**src/rtl/regfile_pkg.sv**
```systemverilog
// Shared register-file constants: geometry, the hard-wired zero register and
// the write-back requester slot assignments.
package regfile_pkg;

  localparam int          REG_AW    = 5;
  localparam int          REG_WIDTH = 32;
  localparam logic [4:0]  REG_ZERO  = 5'd0;

  localparam int WB_ALU  = 0;
  localparam int WB_LOAD = 1;
  localparam int WB_CP0  = 2;

  localparam int WB_NREQ = 3;

endpackage

```
**src/rtl/regfile_wb_arbiter_if.sv**
```systemverilog
// Write-back bus between the requesters (master) and the arbiter (slave),
// including the registered register-file write port driven by the arbiter.
interface regfile_wb_arbiter_if #(
  parameter int NREQ  = 3,
  parameter int WIDTH = 32,
  parameter int AW    = 5
);

  logic                      hold;
  logic [NREQ-1:0]           req_valid;
  logic [NREQ-1:0]           req_ready;
  logic [NREQ*AW-1:0]        req_addr;
  logic [NREQ*WIDTH-1:0]     req_data;
  logic                      rf_we;
  logic [AW-1:0]             rf_waddr;
  logic [WIDTH-1:0]          rf_wdata;
  logic [$clog2(NREQ)-1:0]   grant_id;

  modport master (
    output hold, req_valid, req_addr, req_data,
    input  req_ready, rf_we, rf_waddr, rf_wdata, grant_id
  );

  modport slave (
    input  hold, req_valid, req_addr, req_data,
    output req_ready, rf_we, rf_waddr, rf_wdata, grant_id
  );

endinterface

```
**src/rtl/regfile_wb_arbiter_rr_pick.sv**
```systemverilog
// Combinational requester picker: first set bit scanning upward from i_ptr
// with wrap. With REGARB_FIXED_PRIO_EN defined the pointer is ignored.
module rr_pick #(
  parameter int NREQ = 3
) (
  input  logic [NREQ-1:0]         i_req,
  input  logic [$clog2(NREQ)-1:0] i_ptr,
  output logic [NREQ-1:0]         o_gnt,
  output logic [$clog2(NREQ)-1:0] o_idx
);

  localparam int IW = $clog2(NREQ);

  logic          r_found;
  logic [IW-1:0] w_j;
`ifndef REGARB_FIXED_PRIO_EN
  logic [IW:0]   w_sum;
`else
  logic          w_unused_ptr;
  assign w_unused_ptr = ^i_ptr;
`endif

  always_comb begin
    o_gnt   = '0;
    o_idx   = '0;
    r_found = 1'b0;
    w_j     = '0;
`ifndef REGARB_FIXED_PRIO_EN
    w_sum   = '0;
`endif
    for (int k = 0; k < NREQ; k++) begin
`ifdef REGARB_FIXED_PRIO_EN
      w_j = IW'(k);
`else
      // one extra bit so ptr+k never overflows before the modulo fold
      w_sum = {1'b0, i_ptr} + (IW+1)'(k);
      if (w_sum >= (IW+1)'(NREQ))
        w_sum = w_sum - (IW+1)'(NREQ);
      w_j = w_sum[IW-1:0];
`endif
      if (!r_found && i_req[w_j]) begin
        r_found    = 1'b1;
        o_gnt[w_j] = 1'b1;
        o_idx      = w_j;
      end
    end
  end

endmodule

```
**src/rtl/regfile_wb_arbiter.sv**
```systemverilog
// Write-back arbiter for the register file's single write port: picks one
// requester per cycle and registers its write. Option: REGARB_FIXED_PRIO_EN.
module regfile_wb_arbiter
  import regfile_pkg::*;
#(
  parameter int NREQ  = WB_NREQ,
  parameter int WIDTH = REG_WIDTH,
  parameter int AW    = REG_AW
) (
  input  logic                 clk,
  input  logic                 reset,
  regfile_wb_arbiter_if.slave  bus
);

  localparam int IW = $clog2(NREQ);

  logic [NREQ-1:0][AW-1:0]    w_addr;
  logic [NREQ-1:0][WIDTH-1:0] w_data;
  logic [NREQ-1:0]            w_req;
  logic [NREQ-1:0]            w_gnt;
  logic [IW-1:0]              w_idx;
  logic [IW-1:0]              w_ptr;
  logic                       w_fire;
  logic [AW-1:0]              w_sel_addr;
  logic [WIDTH-1:0]           w_sel_data;

  logic                       r_we;
  logic [AW-1:0]              r_waddr;
  logic [WIDTH-1:0]           r_wdata;
  logic [IW-1:0]              r_gid;

  for (genvar g = 0; g < NREQ; g++) begin : g_unpack
    assign w_addr[g] = bus.req_addr[g*AW +: AW];
    assign w_data[g] = bus.req_data[g*WIDTH +: WIDTH];
  end

  // reset level gates the request vector so ready is held low during reset
  assign w_req = (reset && !bus.hold) ? bus.req_valid : '0;

  rr_pick #(.NREQ(NREQ)) u_pick (
    .i_req (w_req),
    .i_ptr (w_ptr),
    .o_gnt (w_gnt),
    .o_idx (w_idx)
  );

  assign w_fire        = |w_gnt;
  assign w_sel_addr    = w_addr[w_idx];
  assign w_sel_data    = w_data[w_idx];
  assign bus.req_ready = w_gnt;

`ifdef REGARB_FIXED_PRIO_EN
  assign w_ptr = '0;
`else
  logic [IW-1:0] r_ptr;
  assign w_ptr = r_ptr;

  always_ff @(posedge clk or negedge reset) begin
    if (!reset)
      r_ptr <= '0;
    else if (w_fire)
      r_ptr <= (w_idx == IW'(NREQ-1)) ? '0 : w_idx + IW'(1);
  end
`endif

  // r0 writes are still consumed; only the enable is suppressed
  always_ff @(posedge clk or negedge reset) begin
    if (!reset) begin
      r_we    <= 1'b0;
      r_waddr <= '0;
      r_wdata <= '0;
      r_gid   <= '0;
    end else begin
      r_we <= w_fire && (w_sel_addr != AW'(REG_ZERO));
      if (w_fire) begin
        r_waddr <= w_sel_addr;
        r_wdata <= w_sel_data;
        r_gid   <= w_idx;
      end
    end
  end

  assign bus.rf_we    = r_we;
  assign bus.rf_waddr = r_waddr;
  assign bus.rf_wdata = r_wdata;
  assign bus.grant_id = r_gid;

endmodule

```
**src/flat_wrapper.sv**
```systemverilog
// flat-port wrapper written by rule: the top's interface ports become plain ports
module regfile_wb_arbiter_flat import regfile_pkg::*;
#(
  parameter int NREQ  = WB_NREQ,
  parameter int WIDTH = REG_WIDTH,
  parameter int AW    = REG_AW
)
  (clk, reset, bus_hold, bus_req_valid, bus_req_addr, bus_req_data, bus_req_ready, bus_rf_we, bus_rf_waddr, bus_rf_wdata, bus_grant_id);
  regfile_wb_arbiter_if #(.NREQ(NREQ), .WIDTH(WIDTH), .AW(AW)) bus_i ();
  input  logic clk;
  input  logic reset;
  input wire logic [$bits(bus_i.hold)-1:0] bus_hold;
  input wire logic [$bits(bus_i.req_valid)-1:0] bus_req_valid;
  input wire logic [$bits(bus_i.req_addr)-1:0] bus_req_addr;
  input wire logic [$bits(bus_i.req_data)-1:0] bus_req_data;
  output wire logic [$bits(bus_i.req_ready)-1:0] bus_req_ready;
  output wire logic [$bits(bus_i.rf_we)-1:0] bus_rf_we;
  output wire logic [$bits(bus_i.rf_waddr)-1:0] bus_rf_waddr;
  output wire logic [$bits(bus_i.rf_wdata)-1:0] bus_rf_wdata;
  output wire logic [$bits(bus_i.grant_id)-1:0] bus_grant_id;
  assign bus_i.hold = bus_hold;
  assign bus_i.req_valid = bus_req_valid;
  assign bus_i.req_addr = bus_req_addr;
  assign bus_i.req_data = bus_req_data;
  assign bus_req_ready = bus_i.req_ready;
  assign bus_rf_we = bus_i.rf_we;
  assign bus_rf_waddr = bus_i.rf_waddr;
  assign bus_rf_wdata = bus_i.rf_wdata;
  assign bus_grant_id = bus_i.grant_id;
  regfile_wb_arbiter #(.NREQ(NREQ), .WIDTH(WIDTH), .AW(AW)) u_core (.clk(clk), .reset(reset), .bus(bus_i));
endmodule
```
**config.mk**
```make
export PLATFORM = sky130hd
export DESIGN_NAME = regfile_wb_arbiter_flat
export DESIGN_NICKNAME = d
export VERILOG_FILES = /design/src/rtl/regfile_pkg.sv /design/src/rtl/regfile_wb_arbiter_if.sv /design/src/rtl/regfile_wb_arbiter_rr_pick.sv /design/src/rtl/regfile_wb_arbiter.sv /design/src/flat_wrapper.sv
export SDC_FILE = /design/constraint.sdc
export NUM_CORES = 1
export LEC_CHECK = 0
export ABC_AREA = 1
export CORE_ASPECT_RATIO = 0.75
export CORE_MARGIN = 5
export CORE_UTILIZATION = 56
export CTS_CLUSTER_SIZE = 10
export DETAILED_ROUTE_END_ITERATION = 12
export DONT_BUFFER_PORTS = 1
export PLACE_DENSITY_LB_ADDON = 0.3
export SYNTH_ARGS = -nofsm -noshare
export SYNTH_HDL_FRONTEND = slang
export SYNTH_SLANG_ARGS = --single-unit
```
**constraint.sdc**
```tcl
create_clock -name clk -period 2.9 [get_ports clk]
set_input_delay 0.58 -clock clk [delete_from_list [all_inputs] [get_ports clk]]
set_output_delay 0.58 -clock clk [all_outputs]
set_load 0.01 [all_outputs]
```
== Word-level counts from Yosys, hierarchy flattened ==
Index checks and enable logic that the tools add are counted.
Storage, ports and cells
  register bits: 42
  input bits: 117
  output and inout port bits: 43
  logic and storage cells: 65
Cells by class
  add/subtract/negate cells: 6
  magnitude comparators: 10
  eq/ne operators: 1
  muxes and demuxes: 29
  bitwise operators: 2
  reductions and logical operators: 12
Operators with widths (number)
  $bmux W32 S2: 1
  $mux W32: 1
  $mux W2: 7
  $lt A2 B3 Y1 const B: 4
  $mux W3: 4
  $bmux W5 S2: 1
  $mux W1: 8
  $logic_and A1 B1 Y1: 7
  $bmux W1 S2: 3
  $demux W1 S2: 3
  $ge A2 B1 Y1 const B: 3
  $ge A3 B2 Y1 const B: 2
  $or A3 B3 Y3: 2
  $sub A2 B2 Y2 const B: 3
  $mux W5: 1
  $reduce_bool A5 Y1: 1
  $add A2 B1 Y3 const B: 1
  $add A2 B2 Y3 const B: 1
  $logic_not A1 Y1: 3
  $reduce_or A3 Y1: 1
  $add A2 B1 Y2 const B: 1
  $eq A2 B2 Y1 const B: 1
  $ge A2 B2 Y1 const B: 1

== Depth between registers and ports, before layout ==
  depth in word-level cells: 16
  mapped depth: 18
  depth with buffers taken out: 18

== Hierarchy ==
From an unflattened synthesis, not the netlist that was laid out.
Second synthesis, totals
  cells, all modules: 348
  area, all modules: 2502.4 sq um
Modules (own cells, without submodules)
  regfile_wb_arbiter: instances 1, cells an instance 286, area an instance 2185.8 sq um, seq. area each 1051.0 sq um
  rr_pick: instances 1, cells an instance 62, area an instance 316.6 sq um, seq. area each 0.0 sq um

== Least setup slack after synthesis ==
OpenSTA, ideal clock, no wires.
  path kind: register -> register
  start: reg u_core.r_ptr[0]
  end: reg u_core.r_wdata[10] (netlist: u_core.bus.rf_wdata[10])
  library setup time: 0.124 ns
  arrival time: 2.078 ns
  data required time: 2.776 ns
  setup slack: 0.698 ns
  cell stages (with the launch flop): 13
  buffers on the path: 1
  period minus slack after synthesis: 2.202 ns
  path through: dfrtp_1 > inv_1 > ha_1 > inv_2 > nand4_1 > nand3_1 > nand2_1 > nand4_4 > nand2_4 > buf_6 > mux2_4 > nand2_1 > nand3_1
Between the ends
  longest elaborated chain between the ends: 13
  elaborated cells on any way between the ends: 49
  classes of those cells: add/sub (5); order compare (9); mux (25); bitwise (2); reduce/logical (8)
RTL lines
  from (decl): RTL line regfile_wb_arbiter.sv:55  | logic [IW-1:0] r_ptr;
  from (signal assigned): RTL line regfile_wb_arbiter.sv:62  | r_ptr <= (w_idx == IW'(NREQ-1)) ? '0 : w_idx + IW'(1);
  parallel branches: the longest is 13 deep, another holds $add A2 B1 Y3
  to (signal assigned): RTL line regfile_wb_arbiter.sv:77  | r_wdata <= w_sel_data;
  to (decl): RTL line regfile_wb_arbiter.sv:29  | logic [WIDTH-1:0] r_wdata;
Several ways; the timed one is not identified. The select of a mux whose other input is x is not followed.
A chain may end at the register's enable or synchronous reset.

== Worst setup path after layout ==
  start: reg u_core.r_ptr[0]
  end: out bus_req_ready[2]
Between the ends
  longest elaborated chain between the ends: 11
  elaborated cells on any way between the ends: 43
  classes of those cells: add/sub (5); order compare (9); mux (20); bitwise (2); reduce/logical (7)
RTL lines
  $add A2 B1 Y3 (tied with other cells): RTL line regfile_wb_arbiter_rr_pick.sv:36  | w_sum = {1'b0, i_ptr} + (IW+1)'(k);
  $ge A3 B2 Y1 (tied with other cells): RTL line regfile_wb_arbiter_rr_pick.sv:37  | if (w_sum >= (IW+1)'(NREQ))
  $mux W2 (tied with other cells): RTL line regfile_wb_arbiter_rr_pick.sv:37
  $lt A2 B3 Y1 (implied by the code) (tied with other cells): RTL line regfile_wb_arbiter_rr_pick.sv:43  | o_gnt[w_j] = 1'b1;
  $logic_and A1 B1 Y1 (implied by the code) (tied with other cells): RTL line regfile_wb_arbiter_rr_pick.sv:43
  $mux W1 (implied by the code) (tied with other cells): RTL line regfile_wb_arbiter_rr_pick.sv:43
  $demux W1 S2 (tied with other cells): RTL line regfile_wb_arbiter_rr_pick.sv:43
  $or A3 B3 Y3 (no line) or $mux W1 (tied branches)
  $mux W3 or $logic_not A1 Y1 (tied branches): RTL line regfile_wb_arbiter_rr_pick.sv:41  | if (!r_found && i_req[w_j]) begin
  $or A3 B3 Y3 (no line) or $logic_and A1 B1 Y1 (tied branches)
  $mux W3 *: RTL line regfile_wb_arbiter_rr_pick.sv:41
  to (decl): RTL line flat_wrapper.sv:16  | output wire logic [$bits(bus_i.req_ready)-1:0] bus_req_ready;
Every way passes the cells marked *; elsewhere a longest branch is shown, timed or not. The select of a mux whose other input is x is not followed.

==> impl_metrics.json <==
{
  "diodes": 0,
  "startpoint_type": "flip-flop",
  "whs_ns": 0.126,
  "clock-sinks": 42,
  "antenna_found_initial": 0,
  "timing.final.crit_period_ns": 2.75,
  "synthAdderAreaFrac_pct": 1.78,
  "drv_slew": 0,
  "grt_max_degree": 43,
  "synthMuxAreaShare_pct": 16.6,
  "leakagePower_nw": 1.49,
  "synth_cell_types": 26,
  "power.share.clock_pct": 10.1,
  "r2r_end": "u_core.bus.rf_we",
  "cp_top_family": "simple AND/OR/NAND/NOR gates",
  "clock.fmax_ghz": 0.364,
  "syn_inst": 341,
  "synth_commonest_cells": "129 x nand2_1, 48 x nand3_1, 42 x dfrtp_1",
  "status": "completed",
  "cts_made_buffers": 5,
  "path_class": "reg2out",
  "die_width_um": 91.9,
  "seqPwrFrac_pct": 28.5,
  "pre_cts_ws_ns": 0.210,
  "wl_per_cell_um": 18.2,
  "hold_viol": 0,
  "synthArstFlopShare_pct": 100,
  "synth_area_leader_cell": "dfrtp_1",
  "setup_slack_ns": 0.153,
  "swShare_pct": 48.8,
  "reg2reg_depth": 16,
  "yosysWarnings": 0,
  "synth.area.top_cells": "dfrtp_1 37%, nand2_1 17%, mux2_4 15%",
  "cts_max_level": 2,
  "seq_area_frac_synth_pct": 37.3,
  "cp.required_ns": 2.32,
  "synthFlopType": "dfrtp_1",
  "cts_buffer_depth": 2,
  "synth_top_family_by_area": "simple AND/OR/NAND/NOR gates",
  "ff_latch_area_mm2": 0.00105,
  "critical_path.max_stage_delay_ns": 0.42,
  "syn_nets": 462,
  "grt_pass1_vias": 2310,
  "dpl_cell_area_mm2": 0.00284,
  "vdd_drop_max_mv": 0.968,
  "io_pins": 160,
  "cp_num_buf_inv": 4,
  "grt_usage_pct": 22.0,
  "synth_top_area_share_pct": 37.3,
  "via_per_inst": 5.75,
  "crit_slowest_cell": "ha_1",
  "core_area_mm2": 0.00487,
  "fp.dieArea_mm2": 0.00657,
  "dpl.hpwl_mm": 5.42,
  "p_total_mw": 4.47,
  "final_nets": 460,
  "route.antenna.remaining_nets": 0,
  "max_slew_margin_pct": 77.7,
  "gp_congestion": 0.876,
  "synth_xor_xnor_area_share_pct": 0,
  "ys_ff_latch": 42,
  "drtPass1Iterations": 4,
  "area_delta_synth_final_pct": 5.64,
  "multi_input_area_mm2": 0.00158,
  "power_switching_mw": 2.18,
  "dp.cells": 391,
  "drcViolationCount": 0,
  "grt_pass1_wl_mm": 11.5,
  "tns_ns": 0,
  "fin_skew_ns": 0.00305,
  "arrival_ns": 2.17,
  "synth_compound_area_share_pct": 2.66,
  "ctsRootBufferMaster": "clkbuf_8",
  "p_int_mw": 2.29,
  "syn_area_mm2": 0.00282,
  "drive_gt1_share_pct": 19.4,
  "fillers": 463,
  "overflow": 0,
  "yosysMostFrequentCell": "nand2_1",
  "p_comb_share_pct": 61.4,
  "cts_tree": "yes",
  "power.density_mw_per_mm2": 1500,
  "cap_violations": 0,
  "design_area_mm2": 0.00298,
  "crit_path_start": "u_core.r_ptr[0]",
  "clk_latency_ns": 0.29,
  "first_iter_violations": 73,
  "worst_pin_slew_ns": 0.335,
  "hold_class": "in2async",
  "end_kind": "primary output",
  "vias": 2298,
  "r2r_slack_ns": 0.26,
  "synth_area_per_cell_um2": 8.27,
  "cp_cell_sequence": "inv_1 > ha_1 > inv_2 > nand4_1 > nand3_1 > nand2_1 > nand4_4 > inv_2 > nor2_2 > inv_1",
  "min_period_over_period_pct": 94.7,
  "dieHeight_um": 71.4,
  "final_cells": 400,
  "synthSimpleGateAreaFrac_pct": 34.8,
  "synth-edff-count": 0,
  "regToRegStartpoint": "u_core.r_ptr[0]",
  "rsz0062_at_grt": "no",
  "fin_util_pct": 61.1,
  "portBuffers": 0,
  "crit_fanout": 9,
  "drt_wl_total_mm": 7.28,
  "cts.clk_slew.worst_paths_ns": 0.08,
  "initial_core_util_pct": 57.9,
  "finalSetupViolCount": 0,
  "num_rows": 22
}
cell usage in the layout (no fill, tap or decap), types with 2 or more instances in the layout:
cell type  instances
nand3_1           48
nand2_1          129
nand2_2            5
nor2_1            11
inv_4              2
inv_2              5
nor2_4             2
nand4_1            3
dfrtp_1           42
mux2_2             3
a31oi_1            5
inv_1             18
nor2_2             3
nand3b_1           4
mux2_4            29
nand2_4            4
o21ai_0            3
clkbuf_1           2
buf_12             3
o22ai_1            3
clkbuf_8           5
ha_1               4
routing by layer:
metal / vias to the layer above / global-route usage, % / part of all wire, %
li1: 1103 / - / -
met1: 1052 / 26.7 / 39
met2: 138 / 35.4 / 46
met3: 5 / 11.8 / 13
met4: 0 / 3.95 / 0.70
met5: - / 0 / 0
worst max path at each step:
stage                                   end  cells after the start  slack (ns)
finish                     bus_req_ready[2]                     10        0.15
global route               bus_req_ready[2]                     10       0.009
CTS                        bus_req_ready[2]                     10        0.14
detailed placement  u_core.bus.rf_wdata[26]                     14        0.21
global placement           u_core.bus.rf_we                     16        0.36
floorplan           u_core.bus.rf_wdata[10]                     12        0.70
area by class of cell:
type | count | area share, %
Multi-Input combinational cell | 261 | 52.9
Sequential cell | 42 | 35.3
Inverter | 25 | 3.32
Clock buffer | 7 | 2.56
Tap cell | 60 | 2.52
Timing Repair Buffer | 4 | 2.39
Clock inverter | 1 | 1.01
state kept, by name (all words and copies together), names as in the netlist:
name	flops
u_core.bus.grant_id	2
u_core.bus.rf_waddr	5
u_core.bus.rf_wdata	32
u_core.bus.rf_we	1
u_core.r_ptr	2
logic make-up after synthesis:
logic type	count (synthesis)
AND/OR/NAND/NOR	212
buffers and inverters	38
adder cells (fa/ha/maj)	4
AO/OA/AOI/OAI	13
flip-flops	42
multiplexers	32
what timing repair did:
item	4_1_cts	5_1_grt
buffers inserted	0	0
gates resized for setup	0	5
endpoints found under the setup margin	0	33
endpoints found under the hold margin	42	0
hold buffers	1	0
power groups by stage:
stage	registers, mW	clock network (mW)	logic, mW
finish	1.28	0.452	2.75
global route	1.31	0.501	3.08
CTS	1.28	0.465	2.76
detailed placement	1.29	0	2.73
global placement	1.29	0	2.66
floorplan	1.20	0	2.34
Power figures use the tool's default switching activity.
==> patch, RTL diff (config.mk and constraints unchanged) <==
`WB_NREQ`: 3 -> 2.
--- a/src/rtl/regfile_pkg.sv
+++ b/src/rtl/regfile_pkg.sv
@@ -11,5 +11,5 @@
   localparam int WB_CP0  = 2;
 
-  localparam int WB_NREQ = 3;
+  localparam int WB_NREQ = 2;
 
 endpackage
Ports: changed (5 resized); port bits go from 160 to 120. The function was not compared with the original's and may differ.
==> patch against the unedited design <==
- clock power fell by 16%
- setup slack better by 0.83 ns
- cell area decreased by 30%
- routed wire length decreased by 35%
- cell count decreased by 33%
- worst hold slack worse by 0.0068 ns
- synthesized area fell by 28%
- critical path depth is 6 lower
- sequential cell count fell by 2
- total power decreased by 68%
- largest cell class is now registers
- largest power group is now sequential cells
==> patch: results <==
run_status:
  outcome: "finished clean"
worst_setup_path:
  rr_startpoint: "u_core.r_ptr$_DFFE_PN0P_"
  cp.arrival_ns: 1.34
  ff2ff_setup_slack_ns: 1.31
  cp_max_fo: 17
routing:
  wl_microns: 4716
  met2WireLength_microns: 2100
  route.met3.wl_microns: 702
  met1Wirelength_microns: 1854
  first_iter_violations: 58
synth:
  synth_nets: 308
  synthTopCellsByCount: "nand2_1 (87), dfrtp_1 (40), nand3_1 (28)"
  ys_seq_area_share_pct: 49.47
grt:
  gr-usage-met3_pct: 11.38
  grt_use_total_pct: 19.81
  grt_pass1_vias: 1428
  grt_use_met1_pct: 23.54
  grt_max_degree: 45
  use_met2_pct: 30.22
power_and_ir_drop:
  p_leak_nw: 1.047
  comb_power_share_pct: 15.1
  power_sequential_uw: 819
  peakVddDrop_uv: 342.5
  power_mw: 1.413
sta:
  clock_skew_ns: 0.006024
  tightest_slew_ns: 0.3708
  timing.hold.ws_ns: 0.1194
cells_and_area:
  drive_above_1_share_pct: 24.35
placement:
  placed_area_sq_um: 1984
  dp_slack_ns: 1.008
patch: cell type report:
type | count | area [sq um] | area share (%)
Clock buffer | 6 | 82.58 | 3.938
Clock inverter | 2 | 10.01 | 0.4773
Inverter | 14 | 60.06 | 2.864
Multi-Input combinational cell | 165 | 858.3 | 40.93
Sequential cell | 40 | 1001 | 47.73
Tap cell | 40 | 50.05 | 2.387
Timing Repair Buffer | 3 | 35.03 | 1.671
patch: repair_timing:
action,CTS,global route
hold buffers,1,0
hold endpoints to repair,40,0
gates resized for setup,0,0
patch: cell families (layout without fill, tap and decap cells):
kind of cell | count (synthesis) | after routing | synth area share, %
AO/OA/AOI/OAI | 8 | 8 | 2.906
buffers and inverters | 24 | 25 | 8.102
flip-flops | 40 | 40 | 49.47
AND/OR/NAND/NOR | 157 | 157 | 39.52
patch: critical path, cell delays in order, from the launching register on:
cell	delay, ns
dfrtp_1	0.39
inv_1	0.06
nand2_2	0.11
nand3_4	0.16
inv_2	0.33
